File: src/rtl/chb_pkg.sv
// Shared types and sizing for the channel word buffer: state encoding,
// word/slot geometry and a small population-count helper.
package chb_pkg;

  localparam int WORD_W = 36;
  localparam int NSLOT  = 4;

  typedef enum logic [1:0] {
    IDLE  = 2'd0,
    FILL  = 2'd1,
    DRAIN = 2'd2
  } chb_state_e;

  function automatic logic [2:0] popcnt4(input logic [NSLOT-1:0] v);
    logic [2:0] c;
    c = 3'd0;
    for (int i = 0; i < NSLOT; i++) begin
      c = c + {2'b00, v[i]};
    end
    return c;
  endfunction

endpackage

File: src/rtl/chb_slot_sel.sv
// Lowest-set-bit priority encoder over the four slot-valid bits; selects
// the head slot presented to the channel.
module chb_slot_sel
  import chb_pkg::*;
(
  input  logic [NSLOT-1:0] vec_h,
  output logic [1:0]       idx_h,
  output logic             any_h
);

  always_comb begin
    idx_h = 2'd0;
    any_h = |vec_h;
    // Scan downward so the lowest-numbered set bit is the last to win.
    for (int i = NSLOT - 1; i >= 0; i--) begin
      if (vec_h[i]) begin
        idx_h = i[1:0];
      end
    end
  end

endmodule

File: src/rtl/chb_word_buf.sv
// Four-slot channel word buffer: collects requested memory words in any
// order, then hands them to the channel lowest slot first, one per cycle.
module chb_word_buf
  import chb_pkg::*;
(
  input  logic              clk_ch_h,
  input  logic              ch_mr_reset_l,
  input  logic [NSLOT-1:0]  ccw_wd_req_h,
  input  logic [NSLOT-1:0]  mb_hold_in_h,
  input  logic [0:WORD_W-1] mb_data_h,
  input  logic              ccl_zero_fill_h,
  input  logic              chan_word_take_h,
  input  logic              chb_err_clr_h,
  output logic [0:WORD_W-1] chb_word_h,
  output logic              chb_word_valid_h,
  output logic              chb_wd_ready_l,
  output logic [2:0]        chb_count_h,
  output logic              chb_busy_h,
  output logic              chb_err_h
);

  chb_state_e        state_q, state_d;
  logic [NSLOT-1:0]  req_q, req_d;
  logic [NSLOT-1:0]  pend_q, pend_d;
  logic [NSLOT-1:0]  valid_q, valid_d;
  logic              err_q, err_d;
  logic              rdy_l_q, rdy_l_d;
  logic [0:WORD_W-1] slot_q [NSLOT];
  logic [0:WORD_W-1] slot_d [NSLOT];

  logic [0:WORD_W-1] wdata;
  logic              err_set;
  logic [1:0]        head_idx;
  logic              head_any;
  logic              drain_vld;

  chb_slot_sel u_slot_sel (
    .vec_h (valid_q),
    .idx_h (head_idx),
    .any_h (head_any)
  );

  always_ff @(posedge clk_ch_h or negedge ch_mr_reset_l) begin
    if (!ch_mr_reset_l) begin
      state_q <= IDLE;
      req_q   <= '0;
      pend_q  <= '0;
      valid_q <= '0;
      err_q   <= 1'b0;
      rdy_l_q <= 1'b1;
    end else begin
      state_q <= state_d;
      req_q   <= req_d;
      pend_q  <= pend_d;
      valid_q <= valid_d;
      err_q   <= err_d;
      rdy_l_q <= rdy_l_d;
    end
  end

  // Slot payload is not reset; the output mux hides it whenever no slot is valid.
  always_ff @(posedge clk_ch_h) begin
    for (int n = 0; n < NSLOT; n++) begin
      slot_q[n] <= slot_d[n];
    end
  end

  always_comb begin
    state_d = state_q;
    req_d   = req_q;
    pend_d  = pend_q;
    valid_d = valid_q;
    rdy_l_d = 1'b1;
    err_set = 1'b0;
    wdata   = ccl_zero_fill_h ? '0 : mb_data_h;
    for (int n = 0; n < NSLOT; n++) begin
      slot_d[n] = slot_q[n];
    end

    // A strobe for a slot that is not awaiting data is a protocol error and is dropped.
    for (int n = 0; n < NSLOT; n++) begin
      if (mb_hold_in_h[n] && !((state_q == FILL) && pend_q[n])) begin
        err_set = 1'b1;
      end
    end
    if ((state_q != IDLE) && (|ccw_wd_req_h)) begin
      err_set = 1'b1;
    end

    case (state_q)
      IDLE: begin
        if (|ccw_wd_req_h) begin
          req_d   = ccw_wd_req_h;
          pend_d  = ccw_wd_req_h;
          valid_d = '0;
          state_d = FILL;
        end
      end
      FILL: begin
        for (int n = 0; n < NSLOT; n++) begin
          if (mb_hold_in_h[n] && pend_q[n] && req_q[n]) begin
            slot_d[n]  = wdata;
            valid_d[n] = 1'b1;
            pend_d[n]  = 1'b0;
          end
        end
        // The ready pulse is registered so it lines up with the first DRAIN cycle.
        if (pend_d == '0) begin
          state_d = DRAIN;
          rdy_l_d = 1'b0;
        end
      end
      DRAIN: begin
        if (chan_word_take_h && head_any) begin
          valid_d[head_idx] = 1'b0;
          if (valid_d == '0) begin
            state_d = IDLE;
          end
        end
      end
      default: begin
        state_d = IDLE;
      end
    endcase

    // Same-cycle set beats clear so no error event is ever lost.
    err_d = err_set | (err_q & ~chb_err_clr_h);
  end

  assign drain_vld        = (state_q == DRAIN) && head_any;
  assign chb_word_valid_h = drain_vld;
  assign chb_word_h       = drain_vld ? slot_q[head_idx] : '0;
  assign chb_wd_ready_l   = rdy_l_q;
  assign chb_busy_h       = (state_q != IDLE);
  assign chb_err_h        = err_q;

  always_comb begin
    chb_count_h = 3'd0;
    case (state_q)
      FILL:    chb_count_h = popcnt4(pend_q);
      DRAIN:   chb_count_h = popcnt4(valid_q);
      default: chb_count_h = 3'd0;
    endcase
  end

endmodule

File: config.mk
export PLATFORM = sky130hd
export DESIGN_NAME = chb_word_buf
export DESIGN_NICKNAME = d
export VERILOG_FILES = /design/src/rtl/chb_pkg.sv /design/src/rtl/chb_slot_sel.sv /design/src/rtl/chb_word_buf.sv
export SDC_FILE = /design/constraint.sdc
export NUM_CORES = 1
export LEC_CHECK = 0
export CORE_MARGIN = 2
export CORE_UTILIZATION = 49
export DETAILED_ROUTE_END_ITERATION = 10
export PLACE_DENSITY = 0.79
export SKIP_CTS_REPAIR_TIMING = 1
export SYNTH_ARGS = -nofsm -noshare
export SYNTH_HDL_FRONTEND = slang
export SYNTH_SLANG_ARGS = --single-unit
export TNS_END_PERCENT = 10
File: constraint.sdc
create_clock -name clk_ch_h -period 3.85 [get_ports clk_ch_h]
set_input_delay 0.5775 -clock clk_ch_h [delete_from_list [all_inputs] [get_ports clk_ch_h]]
set_output_delay 0.5775 -clock clk_ch_h [all_outputs]
set_load 0.02 [all_outputs]
==> results.cfg, run 1 <==
[synthesis]
yosys_warnings = 0
synth.area.mux_share = 0.0693
synth-simple-area-share = 0.0804
synth.avg_cell_area_um2 = 15.4
synthFlopType = edfxtp_1
ys_types = 41
synth_top_family_by_area = compound AO/OA/AOI/OAI gates
synth_seq_cells = 160
synthesis.area_mm2 = 0.00674
synth-adder-area-share = 0.0264
yosysSeqAreaShare = 0.702
synth_xor_xnor_area_share = 0
synth_edf_count = 144
syn_nets = 499
synth-compound-area-share = 0.0971
ys_async_sr_fraction = 0.100
syn-instance-count = 437

[setup_path]
crit_type = flop to output port
rrSetupSlack_ps = 1100
max_stage_delay_ps = 560
cp-start-kind = flop
cp_data_arrival_time_ps = 2910
cpMaxStageDelayCell = clkdlybuf4s50_1
cp_cell_sequence = nor2b_4 > o21ai_4 > buf_12 > mux2_2 > a222oi_1 > nor2_1 > clkdlybuf4s50_1
crit_fanout = 36
worst_setup_path_end_kind = output port
required_ps = 3270

[cells_and_area]
num_antenna_cells = 0
drive_above_1_share = 0.106
fin_nets = 594
seq_area_mm2 = 0.00473
instances_no_fill = 721
multi_input_area_mm2 = 0.00188
syn_to_final_growth_pct = 25.4
n_fill_cell = 991
post-route-util = 0.633

[power_and_ir_drop]
power_leakage_uw = 0.00266
power.share.sequential = 0.529
sw_frac_of_total = 0.190
switching_power_uw = 682
fin_total_pwr_uw = 3580
power.share.clock = 0.445
combPwrFrac = 0.027
internal_power_uw = 2900
ir_drop_mv = 0.249
powerDensity_mw_per_mm2 = 424

[sta]
drv_slew = 0
finalCritPeriodShare = 0.905
grt_setup_unrepaired = no
slew_headroom = 0.455
timing.final.ws_setup_ps = 367
fin_skew_ps = 9.96
tightest_slew_ps = 818
fmax_ghz = 0.287
finalSetupViolations = 0
min_period_ps = 3480
hold_viol_final = 0

[global_routing]
grt_max_degree = 38
grt_pass1_wl_mm = 22.0
grt_overflow = 0
globalRouteTotalUtil = 0.199
grt_pass1_vias = 4331
antenna_found_initial = 0

[floorplanning]
start_util = 0.505
core_area_mm2 = 0.0133
row_count = 42
die_area_mm2 = 0.0147
die_h_um = 121
die_x_um = 121
boundaryPins = 92

[detailed_routing]
drtIter0Drc = 461
drc_errors = 0
routed-via-count = 4216
routed_wl_mm = 14.0
drt_pre_antenna_iters = 7
routedWlPerCell_um = 19.5
final_antenna_net_count = 0
vias_per_cell = 5.85

[clocking]
htreeDepth = 4
clock-sinks = 160
clockBufferDepth = 2
cts_tree = done
clk_pin_slew_ps = 60
cts_made_buffers = 17
root_buffer = clkbuf_16
worstSkewPairLatency_ps = 410

[place]
port-buffer-count = 91
hpwlAfterDp_mm = 8.40
placed_cells = 689
place.gp.congestion = 0.798
dp_slack_ps = 826

[worst_hold_path]
hp-class = flop to flop

[job]
cap_violations = 0

[run_status]
outcome = finished, final reports clean
[cell usage in the layout, fill, tap and decap left out, drive strengths merged, types with 4 or more instances in the layout]
cell type,n
nor2b,40
clkbuf,19
clkdlybuf4s50,90
mux2i,5
dfrtp,15
nand2,9
nor2,44
edfxtp,144
a21oi,5
o21ai,8
buf,13
inv,12
ha,11
clkinv,8
a22o,5
o31ai,4
a22oi,4
nor3,7
a222oi,37
o22ai,4
mux2,37
[kinds of logic after synthesis]
logic type / count (synthesis)
compound gates: 76
fa+ha+maj: 13
buf+inv: 39
flops: 160
mux: 42
simple gates: 107
[state kept, by name, indices dropped and copies added (netlist names)]
register        count
pend_q              4
slot_q            144
req_q               4
valid_q             4
chb_wd_ready_l      1
state_q             2
chb_err_h           1
[final timing paths]
check | from | end | depth (start not counted)
max | valid_q[3]$_DFFE_PN0P_ | chb_word_h[35] | 7
min | req_q[0]$_DFFE_PN0P_ | req_q[0]$_DFFE_PN0P_ | 1
max reg2reg | state_q[1]$_DFFE_PN0P_ | slot_q[0][22]$_DFFE_PP_ | 5
min reg2reg | req_q[0]$_DFFE_PN0P_ | req_q[0]$_DFFE_PN0P_ | 1
max in group asynchronous | ch_mr_reset_l | valid_q[3]$_DFFE_PN0P_ | 1
min in group asynchronous | ch_mr_reset_l | chb_err_h$_DFF_PN0_ | 1
[Yosys cell counts, types with 5 or more instances]
| cell type | instances | area [um^2] |
|---|---|---|
| mux2_1 | 30 | 338 |
| nand2_1 | 9 | 33.8 |
| edfxtp_1 | 144 | 4320 |
| o21ai_0 | 5 | 25.0 |
| mux2i_1 | 5 | 50.1 |
| nor2b_1 | 39 | 244 |
| clkbuf_1 | 19 | 71.3 |
| mux2_2 | 7 | 78.8 |
| nor3_1 | 6 | 30.0 |
| dfrtp_1 | 15 | 375 |
| a222oi_1 | 37 | 370 |
| a22o_1 | 5 | 43.8 |
| a21oi_1 | 5 | 25.0 |
| inv_1 | 11 | 41.3 |
| nor2_1 | 44 | 165 |
| ha_1 | 11 | 138 |
[cell type report]
cell class / count / area share
Tap cell: 176 / 0.0261
Timing Repair Buffer: 103 / 0.119
Sequential cell: 160 / 0.559
Clock buffer: 19 / 0.0512
Multi-Input combinational cell: 238 / 0.222
Clock inverter: 13 / 0.0164
Inverter: 12 / 0.00533
[critical path: cells and delay by family, from the launching register on]
kind / cells / cell delay (ps)
AOI/OAI and AO/OA: 2 / 500
buffers and inverters: 2 / 810
DFF: 1 / 500
muxes: 1 / 370
and+or+nand+nor: 2 / 310
[metrics by stage]
step | setup TNS, ps | area [um^2] | hold slack, ps
finish | 0 | 8450 | 507
global route | 0 | 8450 | 515
CTS | 0 | 8450 | 504
detailed placement | 0 | 7880 | 483
global placement | 0 | 7880 | 488
floorplan | -32420 | 6740 | 282
[routing by layer]
layer	part of all wire	GRT usage	up-vias	wire length (um)
li1	-	-	1901	-
met1	0.43	0.270	2081	6040
met2	0.48	0.322	221	6750
met3	0.079	0.0461	13	1110
met4	0.0091	0.0596	0	128
met5	0	0	-	0
[power by group through the flow]
stage / combinational (uW) / sequential [uW] / clock [uW]
final: 95.4 / 1890 / 1590
after floorplan: 26.7 / 1930 / 0
after CTS: 95.1 / 1890 / 1610
after global placement: 90.8 / 1930 / 0
after global routing: 103 / 1890 / 1680
after detailed placement: 94.2 / 1930 / 0
No activity file was read; power rests on OpenSTA's default activity.
==> run 2, diff against run 1 <==
- CORE_UTILIZATION: 49 -> 45
- HOLD_SLACK_MARGIN: default -> 0.03
- PLACE_DENSITY: 0.79 -> 0.74
==> run 2 against run 1 <==
Compared with the run above:
- sequential share of layout area down 0.19 points
- via count down 1.7%
- combinational power down 1%
- first-iteration DRC count up 2.0%
- cell count up 1.4%
- count of clock-buffer cells in the layout unchanged
- final area up 0.34%
- clock power about the same
- register-to-register slack about the same
- critical path type unchanged
- critical endpoint is now chb_word_h[32]
- largest cell class unchanged
- largest power group unchanged
==> results.cfg, run 2 (synthesized netlist as in run 1, its figures left out) <==
[global_routing]
grt_overflow = 0
grt_pass1_vias = 4242
antenna_found_initial = 0
globalRouteTotalUtil = 0.185
grt_pass1_wl_mm = 22.5
grt_max_degree = 38

[cells_and_area]
final_cell_mix = edfxtp_1, clkdlybuf4s50_1, nor2_1
largest_register_ff_count = 144
syn_to_final_growth_pct = 25.9
multi_input_area_mm2 = 0.00188
drive_above_1_share = 0.117
fin_nets = 596
regMostFlops = slot_q
num_antenna_cells = 0
final_common_cell = edfxtp_1
n_fill_cell = 1130
seq_area_mm2 = 0.00473

[floorplanning]
die_area_mm2 = 0.0160
core_area_mm2 = 0.0146
die_h_um = 126
die_x_um = 126
boundaryPins = 92
start_util = 0.462
row_count = 44

[job]
cap_violations = 0

[place]
dp_slack_ps = 592
port-buffer-count = 91
place.gp.congestion = 0.814
hpwlAfterDp_mm = 8.78

[sta]
timing.final.ws_setup_ps = 179
fin_skew_ps = 9.19
tightest_slew_ps = 793
min_period_ps = 3670
hold_viol_final = 0
hold_slack_ps = 508
fmax_ghz = 0.272
drv_slew = 0
slew_headroom = 0.470
grt_setup_unrepaired = no
finalSetupViolations = 0
finalCritPeriodShare = 0.954

[setup_path]
r2r_cells = 5
endpoint = chb_word_h[32]
required_ps = 3270
setup.worst_path.start = valid_q[1]$_DFFE_PN0P_
crit_type = flop to output port
cp-start-kind = flop
r2r-start = state_q[1]$_DFFE_PN0P_
crit_fanout = 19
r2r_end = slot_q[3][33]$_DFFE_PP_
rrSetupSlack_ps = 1110
cp_data_arrival_time_ps = 3090
worst_setup_path_end_kind = output port

[power_and_ir_drop]
powerDensity_mw_per_mm2 = 425
power_leakage_uw = 0.00268
ir_drop_mv = 0.262

[detailed_routing]
routed-via-count = 4144
drc_errors = 0
final_antenna_net_count = 0
drt_pre_antenna_iters = 5
routed_wl_mm = 14.4
vias_per_cell = 5.67
routedWlPerCell_um = 19.7
drtIter0Drc = 470

[clocking]
htreeDepth = 4
clock-sinks = 160
root_buffer = clkbuf_16
worstSkewPairLatency_ps = 420
cts_made_buffers = 17
cts_tree = done
clk_pin_slew_ps = 60
clockBufferDepth = 2

[run_status]
outcome = finished, final reports clean

[worst_hold_path]
hp-class = flop to flop
worstHoldPathCells = 1
[run 2: layout make-up]
cell class                      instances  share of cell area
Clock buffer                           19              0.0511
Timing Repair Buffer                  105               0.121
Tap cell                              184              0.0272
Sequential cell                       160               0.557
Inverter                               12             0.00531
Multi-Input combinational cell        238               0.222
Clock inverter                         13              0.0162
[run 2: through the flow]
stage | cell area [um^2] | instances | power (uW) | util | TNS [ps]
global route | 8480 | 731 | 3700 | 0.581 | 0
CTS | 8460 | 729 | 3630 | 0.580 | 0
detailed placement | 7890 | 697 | 2020 | 0.541 | 0
global placement | 7890 | 697 | 2020 | 0.541 | 0
floorplan | 6740 | 437 | 1950 | - | -32420
finish | 8480 | 731 | 3600 | 0.581 | 0
[run 2: per-layer routing]
metal	global-route usage	vias up	share of wire
li1	-	1908	-
met1	0.249	2063	0.43
met2	0.299	154	0.49
met3	0.0468	19	0.065
met4	0.0562	0	0.014
met5	0	-	0
[run 2: critical path: stages (launching register included)]
cell	delay, ps
dfrtp_1	480
nor2_1	350
and2_2	500
buf_4	350
a222oi_1	150
nor2_1	200
clkdlybuf4s50_1	640
[run 2: how the worst min path moves through the flow]
stage | end | slack [ps] | start
2_1_floorplan | chb_err_h$_DFF_PN0_ | 280 | ch_mr_reset_l
3_3_place_gp | req_q[3]$_DFFE_PN0P_ | 490 | req_q[3]$_DFFE_PN0P_
3_5_place_dp | req_q[3]$_DFFE_PN0P_ | 490 | req_q[3]$_DFFE_PN0P_
4_1_cts | req_q[3]$_DFFE_PN0P_ | 510 | req_q[3]$_DFFE_PN0P_
5_1_grt | req_q[3]$_DFFE_PN0P_ | 520 | req_q[3]$_DFFE_PN0P_
6_report | req_q[3]$_DFFE_PN0P_ | 510 | req_q[3]$_DFFE_PN0P_
[run 2: power breakdown]
| part | internal [uW] | total [uW] | switching [uW] |
|---|---|---|---|
| clock | 954 | 1620 | 662 |
| combinational | 52.3 | 94.0 | 41.7 |
| sequential | 1890 | 1890 | 0.000977 |
